==> src/rtl/mode_gen_if.sv <==
// Handshake bundle between the mode_gen burst driver and its stimulus/receiver side.
interface mode_gen_if #(
  parameter int unsigned LEN_W = 8
) ();
  logic             start;
  logic [LEN_W-1:0] len;
  logic             r_in;
  logic             f_in;
  logic             do_out;
  logic             busy;
  logic             done;
  logic             err;

  modport master (
    output start, len, r_in, f_in,
    input  do_out, busy, done, err
  );

  modport slave (
    input  start, len, r_in, f_in,
    output do_out, busy, done, err
  );
endinterface

==> src/rtl/mode_gen.sv <==
// Burst driver: asserts do_out for len cycles, then waits for the receiver's finish pulse.
// Optional WAIT_F timeout is enabled by defining MODE_GEN_TIMEOUT_EN.
module mode_gen #(
  parameter int unsigned LEN_W  = 8,
  parameter int unsigned TO_CYC = 8
) (
  input logic       clk,
  input logic       rst_n,
  mode_gen_if.slave bus
);

  typedef enum logic [1:0] {
    StIdle  = 2'd0,
    StDrive = 2'd1,
    StWaitF = 2'd2,
    StFin   = 2'd3
  } state_e;

  state_e           state_q, state_d;
  logic [LEN_W-1:0] cnt_q, cnt_d;
  logic             r_seen_q, r_seen_d;
  logic             proto_q, proto_d;
  logic             do_out_q, busy_q, done_q, err_q;
  logic             done_d, err_d;

`ifdef MODE_GEN_TIMEOUT_EN
  localparam int unsigned ToW = (TO_CYC > 1) ? $clog2(TO_CYC) : 1;
  logic [ToW-1:0] to_q, to_d;
`else
  logic unused_to_cyc;
  assign unused_to_cyc = ^TO_CYC;
`endif

  always_comb begin
    state_d  = state_q;
    cnt_d    = cnt_q;
    r_seen_d = r_seen_q;
    proto_d  = proto_q;
    done_d   = 1'b0;
    err_d    = 1'b0;
`ifdef MODE_GEN_TIMEOUT_EN
    to_d     = to_q;
`endif
    case (state_q)
      StIdle: begin
        if (bus.start) begin
          if (bus.len != '0) begin
            cnt_d    = bus.len;
            r_seen_d = 1'b0;
            proto_d  = 1'b0;
            state_d  = StDrive;
          end else begin
            done_d = 1'b1;
            err_d  = 1'b1;
          end
        end
      end
      StDrive: begin
        r_seen_d = r_seen_q | bus.r_in;
        // A finish pulse before the burst is fully driven is a protocol violation.
        proto_d  = proto_q | bus.f_in;
        cnt_d    = cnt_q - 1'b1;
        if (cnt_q == LEN_W'(1)) begin
          state_d = StWaitF;
`ifdef MODE_GEN_TIMEOUT_EN
          to_d    = '0;
`endif
        end
      end
      StWaitF: begin
        r_seen_d = r_seen_q | bus.r_in;
`ifdef MODE_GEN_TIMEOUT_EN
        to_d     = to_q + 1'b1;
`endif
        if (bus.f_in) begin
          state_d = StFin;
          done_d  = 1'b1;
          err_d   = ~r_seen_d | proto_q;
`ifdef MODE_GEN_TIMEOUT_EN
        end else if (to_q == ToW'(TO_CYC - 1)) begin
          state_d = StFin;
          done_d  = 1'b1;
          err_d   = 1'b1;
`endif
        end
      end
      StFin:   state_d = StIdle;
      default: state_d = StIdle;
    endcase
  end

  // Outputs are registered from the next state so they line up with the state they describe.
  always_ff @(posedge clk or negedge rst_n) begin
    if (!rst_n) begin
      state_q  <= StIdle;
      cnt_q    <= '0;
      r_seen_q <= 1'b0;
      proto_q  <= 1'b0;
      do_out_q <= 1'b0;
      busy_q   <= 1'b0;
      done_q   <= 1'b0;
      err_q    <= 1'b0;
`ifdef MODE_GEN_TIMEOUT_EN
      to_q     <= '0;
`endif
    end else begin
      state_q  <= state_d;
      cnt_q    <= cnt_d;
      r_seen_q <= r_seen_d;
      proto_q  <= proto_d;
      do_out_q <= (state_d == StDrive);
      busy_q   <= (state_d == StDrive) || (state_d == StWaitF);
      done_q   <= done_d;
      err_q    <= err_d;
`ifdef MODE_GEN_TIMEOUT_EN
      to_q     <= to_d;
`endif
    end
  end

  assign bus.do_out = do_out_q;
  assign bus.busy   = busy_q;
  assign bus.done   = done_q;
  assign bus.err    = err_q;

endmodule

==> src/flat_wrapper.sv <==
// flat-port wrapper written by rule: the top's interface ports become plain ports
module mode_gen_flat 
#(
  parameter int unsigned LEN_W  = 8,
  parameter int unsigned TO_CYC = 8
)
  (clk, rst_n, bus_start, bus_len, bus_r_in, bus_f_in, bus_do_out, bus_busy, bus_done, bus_err);
  mode_gen_if #(.LEN_W(LEN_W)) bus_i ();
  input logic clk;
  input logic rst_n;
  input wire logic [$bits(bus_i.start)-1:0] bus_start;
  input wire logic [$bits(bus_i.len)-1:0] bus_len;
  input wire logic [$bits(bus_i.r_in)-1:0] bus_r_in;
  input wire logic [$bits(bus_i.f_in)-1:0] bus_f_in;
  output wire logic [$bits(bus_i.do_out)-1:0] bus_do_out;
  output wire logic [$bits(bus_i.busy)-1:0] bus_busy;
  output wire logic [$bits(bus_i.done)-1:0] bus_done;
  output wire logic [$bits(bus_i.err)-1:0] bus_err;
  assign bus_i.start = bus_start;
  assign bus_i.len = bus_len;
  assign bus_i.r_in = bus_r_in;
  assign bus_i.f_in = bus_f_in;
  assign bus_do_out = bus_i.do_out;
  assign bus_busy = bus_i.busy;
  assign bus_done = bus_i.done;
  assign bus_err = bus_i.err;
  mode_gen #(.LEN_W(LEN_W), .TO_CYC(TO_CYC)) u_core (.clk(clk), .rst_n(rst_n), .bus(bus_i));
endmodule
==> config.mk <==
export PLATFORM = sky130hd
export DESIGN_NAME = mode_gen_flat
export DESIGN_NICKNAME = d
export VERILOG_FILES = /design/src/rtl/mode_gen_if.sv /design/src/rtl/mode_gen.sv /design/src/flat_wrapper.sv
export SDC_FILE = /design/constraint.sdc
export NUM_CORES = 1
export LEC_CHECK = 0
export BUFFER_PORTS_ARGS = -buffer_cell sky130_fd_sc_hd__buf_2
export CORE_MARGIN = 3
export CORE_UTILIZATION = 43
export CTS_CLUSTER_DIAMETER = 40
export CTS_CLUSTER_SIZE = 8
export DETAILED_ROUTE_END_ITERATION = 12
export PLACE_DENSITY = 0.63
export REMOVE_ABC_BUFFERS = 1
export SLEW_MARGIN = 20
export SYNTH_ARGS = -nofsm -noshare
export SYNTH_HDL_FRONTEND = slang
export SYNTH_SLANG_ARGS = --single-unit
==> constraint.sdc <==
create_clock -name clk -period 3.9 [get_ports clk]
set_input_delay 0 -clock clk [delete_from_list [all_inputs] [get_ports clk]]
set_output_delay 0 -clock clk [all_outputs]
set_load 0.005 [all_outputs]
==> results of run 1 <==
## repair_timing
item,CTS,global route
setup endpoints to repair,0,0
hold buffers,2,0
endpoints found under the hold margin,17,0
setup buffers,0,0
## cell type report
| class | instances | area share |
|---|---|---|
| multi-input cells | 90 | 0.514 |
| flip-flops and latches | 16 | 0.317 |
| repair buffers | 19 | 0.0852 |
| clock buffers | 4 | 0.0287 |
| well taps | 28 | 0.0278 |
| inverters | 9 | 0.0268 |
## layout by cell type (no fill, tap or decap), types with 3 or more instances in the layout
cell,netlist,routed
nand2_1,9,9
nor4_1,3,3
ha_1,7,7
a31oi_1,3,3
nand3_1,3,3
o2bb2ai_1,3,3
clkbuf_4,0,3
mux2i_1,3,3
o21ai_0,4,4
o211ai_1,5,5
dfrtp_1,16,16
buf_2,1,16
nor2_1,8,8
inv_1,8,8
a21oi_1,7,7
## critical path: stages (launching register included)
cell	delay, ns
dfrtp_1	0.42
inv_1	0.10
ha_1	0.52
or4b_1	0.60
or3_4	0.38
xnor2_1	0.13
o221a_2	0.24
## power breakdown
part / switching [W] / internal (W) / leakage [nW] / total, W
Clock: 0.0000574 / 0.0000568 / 0.0210 / 0.000114
Sequential: 0.0000797 / 0.000236 / 0.197 / 0.000316
Combinational: 0.000234 / 0.000183 / 0.337 / 0.000417
## state kept, by name (all words and copies together) (netlist names)
signal,flops
u_core.cnt_q,8
u_core.state_q,2
u_core.bus.busy,1
u_core.bus.do_out,1
u_core.bus.done,1
u_core.bus.err,1
u_core.proto_q,1
u_core.r_seen_q,1
## metrics by stage
stage / std cells / setup slack (ns) / hold WS, ns / instance area (µm²) / utilization
after global routing: 166 / 1.28 / 0.0341 / 1260 / 0.540
after global placement: 160 / 1.50 / -0.0534 / 1210 / 0.516
after floorplan: 115 / 1.63 / -0.296 / 1080 / -
after CTS: 166 / 1.44 / 0.0118 / 1260 / 0.540
final: 166 / 1.43 / 0.0140 / 1260 / 0.540
after detailed placement: 160 / 1.43 / -0.0566 / 1210 / 0.516
## routing by layer
metal,up-vias,wire length [µm]
met5,-,0
met4,0,17
met3,2,111
met2,19,1140
met1,471,1320
li1,496,-
## worst max path at each step
stage               slack, ns                          end  depth (start not counted)
finish                   1.43  u_core.cnt_q[5]$_DFFE_PN0P_                          6
floorplan                1.63  u_core.cnt_q[5]$_DFFE_PN0P_                          6
global route             1.28  u_core.cnt_q[5]$_DFFE_PN0P_                          6
global placement         1.50  u_core.cnt_q[5]$_DFFE_PN0P_                          6
detailed placement       1.43  u_core.cnt_q[5]$_DFFE_PN0P_                          6
CTS                      1.44  u_core.cnt_q[5]$_DFFE_PN0P_                          6
## cells by family (layout without fill, tap and decap cells)
family / Yosys count / count (layout) / share of synthesized area
adders and majority gates: 7 / 7 / 0.0786
AOI/OAI and AO/OA: 39 / 39 / 0.254
buffers and inverters: 16 / 32 / 0.0584
muxes: 3 / 3 / 0.0269
and+or+nand+nor: 39 / 39 / 0.208
xor gates and xnor gates: 2 / 2 / 0.0157
DFF: 16 / 16 / 0.359
==> run metrics, run 1 <==
post-synthesis cell count=between 100 and 150; total number of vias=around 1000; RSZ-0062 raised after global routing=no; Worst-path clk slew=between 0.1 and 0.15 ns; synth cell count leaders=dfrtp_1 (16), nand2_1 (9), inv_1 (8), nor2_1 (8); max_slew headroom=0.611; Yosys cell types=46; min-delay src=bus_len[0]; Crit. End Element=flip-flop; antenna violations before repair=0; clk sinks=16; yosys warns=0; status=finished clean; DRT antenna net count=0; crit path max fanout=18; async set-reset flop share out of synthesis=1.00; Seq cells post-synth=16; Pwr Total=about 0.00085 W; register area=about 400 µm²; Worst Path Arrival=~2.7 ns; fmax=0.405 GHz; # fillers=about 230; I/O pin count=17; vias in the first global route=911; dominant cells by area after synthesis=dfrtp_1 (36%), ha_1 (7.9%), o211ai_1 (3.4%); Reg2Reg Setup Slack=1.43 ns; drt total wl=approximately 2600 µm; R2R depth=6; area leader, netlist=dfrtp_1; M2 GR Usage=0.241; Core Rows=17; crit path from=u_core.state_q[1]$_DFF_PN0_; skew final=~0.0084 ns; GR Util All Layers=0.166; met1 global-route usage=0.258; drt first pass iters=4; area of the multi-input gates=649 µm²; quantity of I/O buffers inserted on ports=16; Synth Flop Type=dfrtp_1; Final period util=0.634; setup TNS=0 ns; share of cells above drive strength 1=0.196; DRC viols=0; Slew @ Worst Pin=0.583 ns; # nets final=between 150 and 200; Ant. Diodes=0; DR WL/cell=approximately 16 µm; hold crit path type=primary input to flip-flop; htree depth=1; grt peak-use layer=met1; FF-to-FF End=u_core.cnt_q[5]$_DFFE_PN0P_; post-synth top area share=0.359; IR drop worst, VDD=approximately 0.47 mV; Static Leakage=0.556 nW; Min-Delay Endpoint=u_core.cnt_q[0]$_DFFE_PN0P_; most common cell in the netlist=dfrtp_1; CTS root buf=clkbuf_4; grt met3 use=0.0276; post-cts resize count=0; # setup viols final=0; min Tclk post-route=2.47 ns; 1st-iter DRT viols=28; syn avg cell area=between 9 and 10 µm²; largest net degree at the start of global routing=19; Hold Path Stages=3; Die Height=56.9 µm; Pins Over Slew Limit=0; total core area=approximately 2300 µm²; gr ovfl total=0; Worst-Skew Late Latency=just under 0.3 ns; CTS tree=done; RePlAce Congestion=0.793; Starting Density=0.476; origin of the critical flop-to-flop path=u_core.state_q[1]$_DFF_PN0_; Setup crit start kind=flip-flop; clock buffer depth=2; critical path class=flip-flop to flip-flop; CTS Buf Count=3; Final Hold Viols=0; Via density=between 5 and 6; number of synthesized flops with an enable pin=0; Req. time, crit path=4.09 ns; Seq/Total Area, Yosys=0.359; Die X=56.9 µm; die area=about 3200 µm²; power per cell area=671 nW/µm²; Max Cap Viol=0; first-pass GRT wire length=4260 µm; Syn-to-layout area delta=13.2%; mapped cell area=around 1100 µm²; HPWL after DPL=around 1900 µm
(Power assumes the default switching activity.)
==> run 2: changes to the inputs <==
Settings changed: ABC_AREA from default to 1, PLACE_DENSITY 0.63 to 0.66.
Clock period 3.9 ns to 2.1 ns, I/O delays scaled along.
==> run 2 against run 1 <==
Against the previous run: setup slack lost 1.0 ns; sequential power grew 72%; synthesized area shrank 2.2%; utilization grew 0.29 points; register-to-register slack lost 1.0 ns; wire length shrank 15%; via count shrank 1.7%; first-iteration DRC count shrank 54%; combinational power grew 130%; clock skew shrank 0.0037 ns; critical path type unchanged; largest power group unchanged.
==> run metrics, run 2 <==
Via density=4.95 (-17%); # setup viols final=0 (unchanged); skew final=0.00471 ns (-0.00367 ns); NetSw=0.000811 W (+120%); most common cell in the netlist=nand2_1; Post-CTS Setup Inserts=0 (unchanged); Comb power frac=0.566 (+0.074); min Tclk post-route=1.69 ns (-0.780 ns); CP Buf/Inv Count=2 (+1); Static Leakage=0.683 nW (+23%); GR Util All Layers=0.157 (-0.00944); Slew @ Worst Pin=0.410 ns (-0.174 ns); status=finished clean; Worst Slack Setup Final=0.409 ns (-1.02 ns); Seq cells post-synth=16 (unchanged); Crit path largest cell delay=0.42 ns (-0.18 ns); Max Cap Viol=0 (unchanged); die area=3170 µm² (-2.0%); Yosys cell types=19 (-59%); Largest regs=u_core.cnt_q (8), u_core.state_q (2); worst slack, placed=0.390 ns (-1.04 ns); Post-Layout Inst Area=1250 µm² (-1.3%); Crit. End Element=flip-flop; Syn-to-layout area delta=14.4%; register area=400 µm² (unchanged); htree depth=1 (unchanged); Worst-Skew Late Latency=0.28 ns (about the same); Seq/Total Area, Yosys=0.367 (+0.00825); Ant. Diodes=0 (unchanged); delay-heaviest family, CP=adder cells; yosys warns=0 (unchanged); I/O pin count=17 (unchanged); hold crit path type=primary input to flip-flop; Die X=56.3 µm (-1.0%); DR WL/cell=11.2 µm (-28%); Final period util=0.805 (+0.172); Sw Ratio=0.470 (+0.0319); RSZ-0062 raised after global routing=no; Setup crit start kind=flip-flop; Clk pwr share=0.118 (-0.017); crit path from=u_core.state_q[1]$_DFF_PN0_; drt total wl=2200 µm (-15%); first-pass GRT wire length=4030 µm (-5.5%); quantity of I/O buffers inserted on ports=16 (unchanged); M2 GR Usage=0.267 (+0.0257); share of cells above drive strength 1=0.226 (+0.0305); crit path max fanout=13 (-5); Int Power=0.000916 W (+92%); total core area=2300 µm² (-1.8%); # nets final=189 (+19%); worst path cell trace=inv_1, ha_1, a21oi_1, o21ai_0, ha_1, inv_1; 1st-iter DRT viols=13 (-54%); critical path class=flip-flop to flip-flop; area of the multi-input gates=607 µm² (-6.6%); post-synth top area share=0.367 (+0.00825); RePlAce Congestion=0.838 (+5.7%); grt peak-use layer=met2; grt met3 use=0.0207 (-0.00690); origin of the critical flop-to-flop path=u_core.state_q[1]$_DFF_PN0_; CTS tree=done; # fillers=224 (-0.88%); CTS Buf Count=3 (unchanged); Final Hold Viols=0 (unchanged); placed inst area=1190 µm² (-1.3%); max_slew headroom=0.727 (+0.116); DRT antenna net count=0 (unchanged); dominant cells by area after synthesis=dfrtp_1 (37%), nand2_1 (15%), ha_1 (8.0%); Die Height=56.3 µm (-1.0%); IR drop worst, VDD=0.698 mV (+50%); Pins Over Slew Limit=0 (unchanged); max FFs per register=8 (unchanged); async set-reset flop share out of synthesis=1.00 (unchanged); CP max-delay cell=ha_1; post-synthesis cell count=148 (+21%); power per cell area=1390 nW/µm² (+110%); fmax=0.591 GHz (+46%); gr ovfl total=0 (unchanged); mapped cell area=1090 µm² (-2.2%); drt first pass iters=4 (unchanged); Core Rows=17 (unchanged); largest net degree at the start of global routing=17 (-2); clk sinks=16 (unchanged); vias in the first global route=989 (+8.6%); syn avg cell area=7.36 µm² (-19%); clock buffer depth=2 (unchanged); Reg power frac=0.315 (-0.058); Starting Density=0.474 (-0.00207); Reg with most FFs=u_core.cnt_q; Worst Path Arrival=1.93 ns (-0.73 ns); Worst-path clk slew=0.10 ns (about the same); HPWL after DPL=1740 µm (-8.9%); Req. time, crit path=2.34 ns (-1.75 ns); CTS root buf=clkbuf_4; most common cell after layout, fill and taps aside=nand2_1; antenna violations before repair=0 (unchanged); most frequent cells in the layout=nand2_1 (44), inv_1 (18), nand3_1 (16), buf_2 (16), dfrtp_1 (16); setup TNS=0 ns (unchanged); DRC viols=0 (unchanged); min-delay src=bus_start; met1 global-route usage=0.200 (-0.0583); synth cell count leaders=nand2_1 (44), inv_1 (18), dfrtp_1 (16), nand3_1 (16), nor2_1 (15); total number of vias=971 (-1.7%); number of synthesized flops with an enable pin=0 (unchanged); area leader, netlist=dfrtp_1; Synth Flop Type=dfrtp_1
==> run 2: cell count changes in the layout (fill, tap and decap cells not counted), sizes merged, moves of 4 or more <==
| cell | previous run | this run |
|---|---|---|
| a21oi | 7 | 2 |
| inv | 8 | 18 |
| nand2 | 9 | 47 |
| nand3 | 3 | 19 |
| nor2 | 8 | 17 |
| o211ai | 5 | 0 |
| o21ai | 5 | 13 |
| or2 | 0 | 4 |
==> run 2: layer usage <==
metal  part of all wire  wire, µm
met1               0.47      1030
met2               0.50      1110
met3              0.020        43
met4             0.0077        17
met5                  0         0
==> run 2: worst min-delay path, cell delays in order <==
cell     delay [ns]
buf_2          0.10
nand3_1        0.09
nand2_1        0.07
==> run 2: layout make-up <==
type	count	share of cell area
sequential	16	0.321
tap	28	0.0281
timing repair buffer	18	0.0803
inverter	18	0.0542
multi-input combinational	112	0.487
clock buffer	4	0.0291
==> run 2: cells by family after synthesis <==
family | after synthesis | share of synthesized area
compound gates | 17 | 0.110
buf+inv | 20 | 0.0758
simple gates | 88 | 0.366
flops | 16 | 0.367
fa+ha+maj | 7 | 0.0804
==> run 2: per-stage QoR <==
stage          hold WS, ns  total power [W]  cells   util
6_report           0.00891          0.00173    196  0.542
5_1_grt             0.0184          0.00193    196  0.542
4_1_cts            0.00319          0.00175    196  0.542
3_5_place_dp       -0.0645          0.00153    190  0.518
3_3_place_gp       -0.0631          0.00151    190  0.518
2_1_floorplan       -0.296          0.00131    146      -
==> run 2: final timing paths <==
kind	to	slack (ns)	depth (start not counted)
hold reg to reg	u_core.r_seen_q$_DFFE_PN0P_	0.53	2
min in group asynchronous	u_core.cnt_q[3]$_DFFE_PN0P_	0.15	2
max in group asynchronous	u_core.cnt_q[6]$_DFFE_PN0P_	1.68	2
hold / removal	u_core.bus.done$_DFF_PN0_	0.009	3
setup / recovery	u_core.bus.busy$_DFF_PN0_	0.41	6
setup reg to reg	u_core.bus.busy$_DFF_PN0_	0.41	6
==> run 2: power by group through the flow <==
stage	clock network (W)	logic (W)	registers (W)
3_3_place_gp	0	0.000964	0.000548
5_1_grt	0.000225	0.00115	0.000562
4_1_cts	0.000213	0.000993	0.000542
3_5_place_dp	0	0.000987	0.000547
2_1_floorplan	0	0.000784	0.000523
6_report	0.000204	0.000978	0.000545
==> run 2: repair_timing <==
item                      CTS  global route
resized for setup           0             0
hold endpoints to repair   17             0
hold buffers                2             0
==> run 3: changes to the inputs <==
Clock period 2.1 ns to 1.4 ns, I/O delays scaled along.
==> run 3 against run 2 <==
Against the previous run: combinational power grew to 2.6 times the previous value; largest power group unchanged; critical path type unchanged; the flow now finishes with violations (setup timing); via count grew 18%; wire length grew 35%; critical path depth grew 1; power grew 110%; die area is the same; worst hold slack gained 0.027 ns.
==> run metrics, run 3 (same netlist as run 2, synthesis figures left out) <==
max_slew headroom=0.743 (+0.0160); DRT antenna net count=0 (unchanged); FF-to-FF End=u_core.bus.busy$_DFF_PN0_; HPWL after DPL=2030 µm (+16%); # fillers=169 (-25%); R2R depth=7 (+1); clk sinks=16 (unchanged); largest net degree at the start of global routing=17 (unchanged); Worst Path Arrival=1.68 ns (-0.25 ns); clock buffer depth=2 (unchanged); CTS root buf=clkbuf_4; skew final=0.00762 ns (+0.00291 ns); most common cell after layout, fill and taps aside=nand2_1; quantity of I/O buffers inserted on ports=16 (unchanged); vias in the first global route=1141 (+15%); NetSw=0.00167 W (+110%); htree depth=1 (unchanged); first-pass GRT wire length=4890 µm (+21%); Clk pwr share=0.085 (-0.033); fmax=0.677 GHz (+15%); Die X=56.3 µm (unchanged); Die Height=56.3 µm (unchanged); status=finished with violations; CP Buf/Inv Count=3 (+1); Final period util=1.05 (+0.249); GR Util All Layers=0.192 (+0.0355); Largest regs=u_core.cnt_q (8), u_core.state_q (2); Worst-Skew Late Latency=0.29 ns (about the same); drt total wl=2970 µm (+35%); hold crit path type=primary input to flip-flop; IR drop worst, VDD=1.50 mV (+120%); Comb power frac=0.699 (+0.133); DRC viols=0 (unchanged); CTS Buf Count=3 (unchanged); drt first pass iters=4 (unchanged); crit path from=u_core.state_q[0]$_DFF_PN0_; Worst Slack Setup Final=-0.0768 ns (-0.486 ns); DR WL/cell=13.3 µm (+18%); Reg power frac=0.216 (-0.099); Sw Ratio=0.450 (-0.0200); Pwr Total=0.00371 W (+110%); Starting Density=0.474 (unchanged); placed inst area=1350 µm² (+13%); min-delay src=bus_len[3]; gr ovfl total=0 (unchanged); Worst-path clk slew=0.11 ns (about the same); 1st-iter DRT viols=29 (+16); Pins Over Slew Limit=0 (unchanged); Crit path largest cell delay=0.41 ns (about the same); power per cell area=2240 nW/µm² (+62%); share of cells above drive strength 1=0.495 (+0.269); crit path max fanout=4 (-9); Setup crit start kind=flip-flop; delay-heaviest family, CP=adder cells; I/O pin count=17 (unchanged); total core area=2300 µm² (unchanged); Reg with most FFs=u_core.cnt_q; Ant. Diodes=0 (unchanged); origin of the critical flop-to-flop path=u_core.state_q[0]$_DFF_PN0_; Int Power=0.00204 W (+120%); CP Depth=7 (+1); Slew @ Worst Pin=0.386 ns (-0.0241 ns); Max Cap Viol=0 (unchanged); # nets final=217 (+15%); Static Leakage=0.844 nW (+24%); critical path class=flip-flop to flip-flop; die area=3170 µm² (unchanged); Reg2Reg Setup Slack=-0.08 ns (-0.49 ns); Syn-to-layout area delta=51.5%; RePlAce Congestion=0.792 (-5.5%); Final Hold Viols=0 (unchanged); total number of vias=1149 (+18%); worst path cell trace=buf_4, ha_4, buf_4, a21oi_2, o21ai_2, ha_4, inv_2; min Tclk post-route=1.48 ns (-0.214 ns); # setup viols final=11 (+11); RSZ-0062 raised after global routing=yes; Crit. End Element=flip-flop; Req. time, crit path=1.60 ns (-0.74 ns); Critical Path Sink=u_core.bus.busy$_DFF_PN0_; CP max-delay cell=dfrtp_1; CTS tree=done; max FFs per register=8 (unchanged); Via density=5.13 (+3.5%); Core Rows=17 (unchanged); antenna violations before repair=0 (unchanged); most frequent cells in the layout=nand2_1 (35), buf_4 (23), buf_2 (16); failing checks=setup timing; Post-Layout Inst Area=1650 µm² (+33%)
## run 3: cell count changes in the layout (fill, tap and decap cells not counted), moves of 4 or more
cell / previous run / this run
buf_4: 0 / 23
nand2_1: 44 / 35
nand2_2: 2 / 10
ha_1: 7 / 0
ha_4: 0 / 7
buf_6: 0 / 5
inv_1: 18 / 13
nand3_1: 16 / 11
nand3_2: 3 / 8
inv_2: 0 / 4
## run 3: tightest hold or removal path, delay by kind of cell
family	cells	cell delay (ns)
AO/OA/AOI/OAI	1	0.04
buffers and inverters	1	0.09
AND/OR/NAND/NOR	3	0.17
## run 3: layout make-up
type / instances / area [µm²] / area share
Multi-Input combinational cell: 112 / 773 / 0.468
Sequential cell: 16 / 402 / 0.243
Timing Repair Buffer: 46 / 334 / 0.202
Inverter: 18 / 71.3 / 0.0432
Clock buffer: 4 / 36.3 / 0.0220
Tap cell: 28 / 35.0 / 0.0212
## run 3: worst min path at each step
stage,slack (ns),end,cells past startpoint
3_5_place_dp,-0.05,u_core.cnt_q[7]$_DFFE_PN0P_,1
3_3_place_gp,-0.06,u_core.cnt_q[3]$_DFFE_PN0P_,1
4_1_cts,0.01,u_core.bus.done$_DFF_PN0_,3
6_report,0.04,u_core.cnt_q[3]$_DFFE_PN0P_,5
5_1_grt,0.04,u_core.bus.done$_DFF_PN0_,3
2_1_floorplan,-0.30,u_core.bus.busy$_DFF_PN0_,0
## run 3: per-stage QoR
step | cells | worst slack [ns] | TNS [ns] | util | hold slack (ns)
2_1_floorplan | 146 | -0.0970 | -0.0970 | - | -0.296
3_3_place_gp | 211 | -0.0687 | -0.232 | 0.587 | -0.0561
3_5_place_dp | 211 | -0.140 | -0.679 | 0.587 | -0.0509
4_1_cts | 219 | -0.0540 | -0.166 | 0.675 | 0.0103
5_1_grt | 224 | -0.130 | -1.14 | 0.719 | 0.0387
6_report | 224 | -0.0768 | -0.383 | 0.719 | 0.0358
## run 3: repair_timing
| action | in CTS | in global routing |
|---|---|---|
| gates resized for setup | 32 | 17 |
| pin swaps | 14 | 12 |
| setup endpoints to repair | 12 | 12 |
| endpoints found under the hold margin | 16 | 0 |
| hold buffers | 1 | 0 |
| buffers inserted | 3 | 5 |
## run 3: metal layers
metal  track usage  up-vias  share of wire
met1         0.223      546           0.43
met3        0.0230        4          0.034
met4        0.0475        0          0.011
met2         0.369       30           0.52
met5             0        -              0
li1              -      569              -
## run 3: power groups by stage
stage | clock (W) | combinational (W) | sequential (W)
floorplan | 0 | 0.00118 | 0.000784
global placement | 0 | 0.00186 | 0.000763
detailed placement | 0 | 0.00191 | 0.000771
CTS | 0.000325 | 0.00225 | 0.000792
global route | 0.000337 | 0.00288 | 0.000821
finish | 0.000314 | 0.00259 | 0.000799
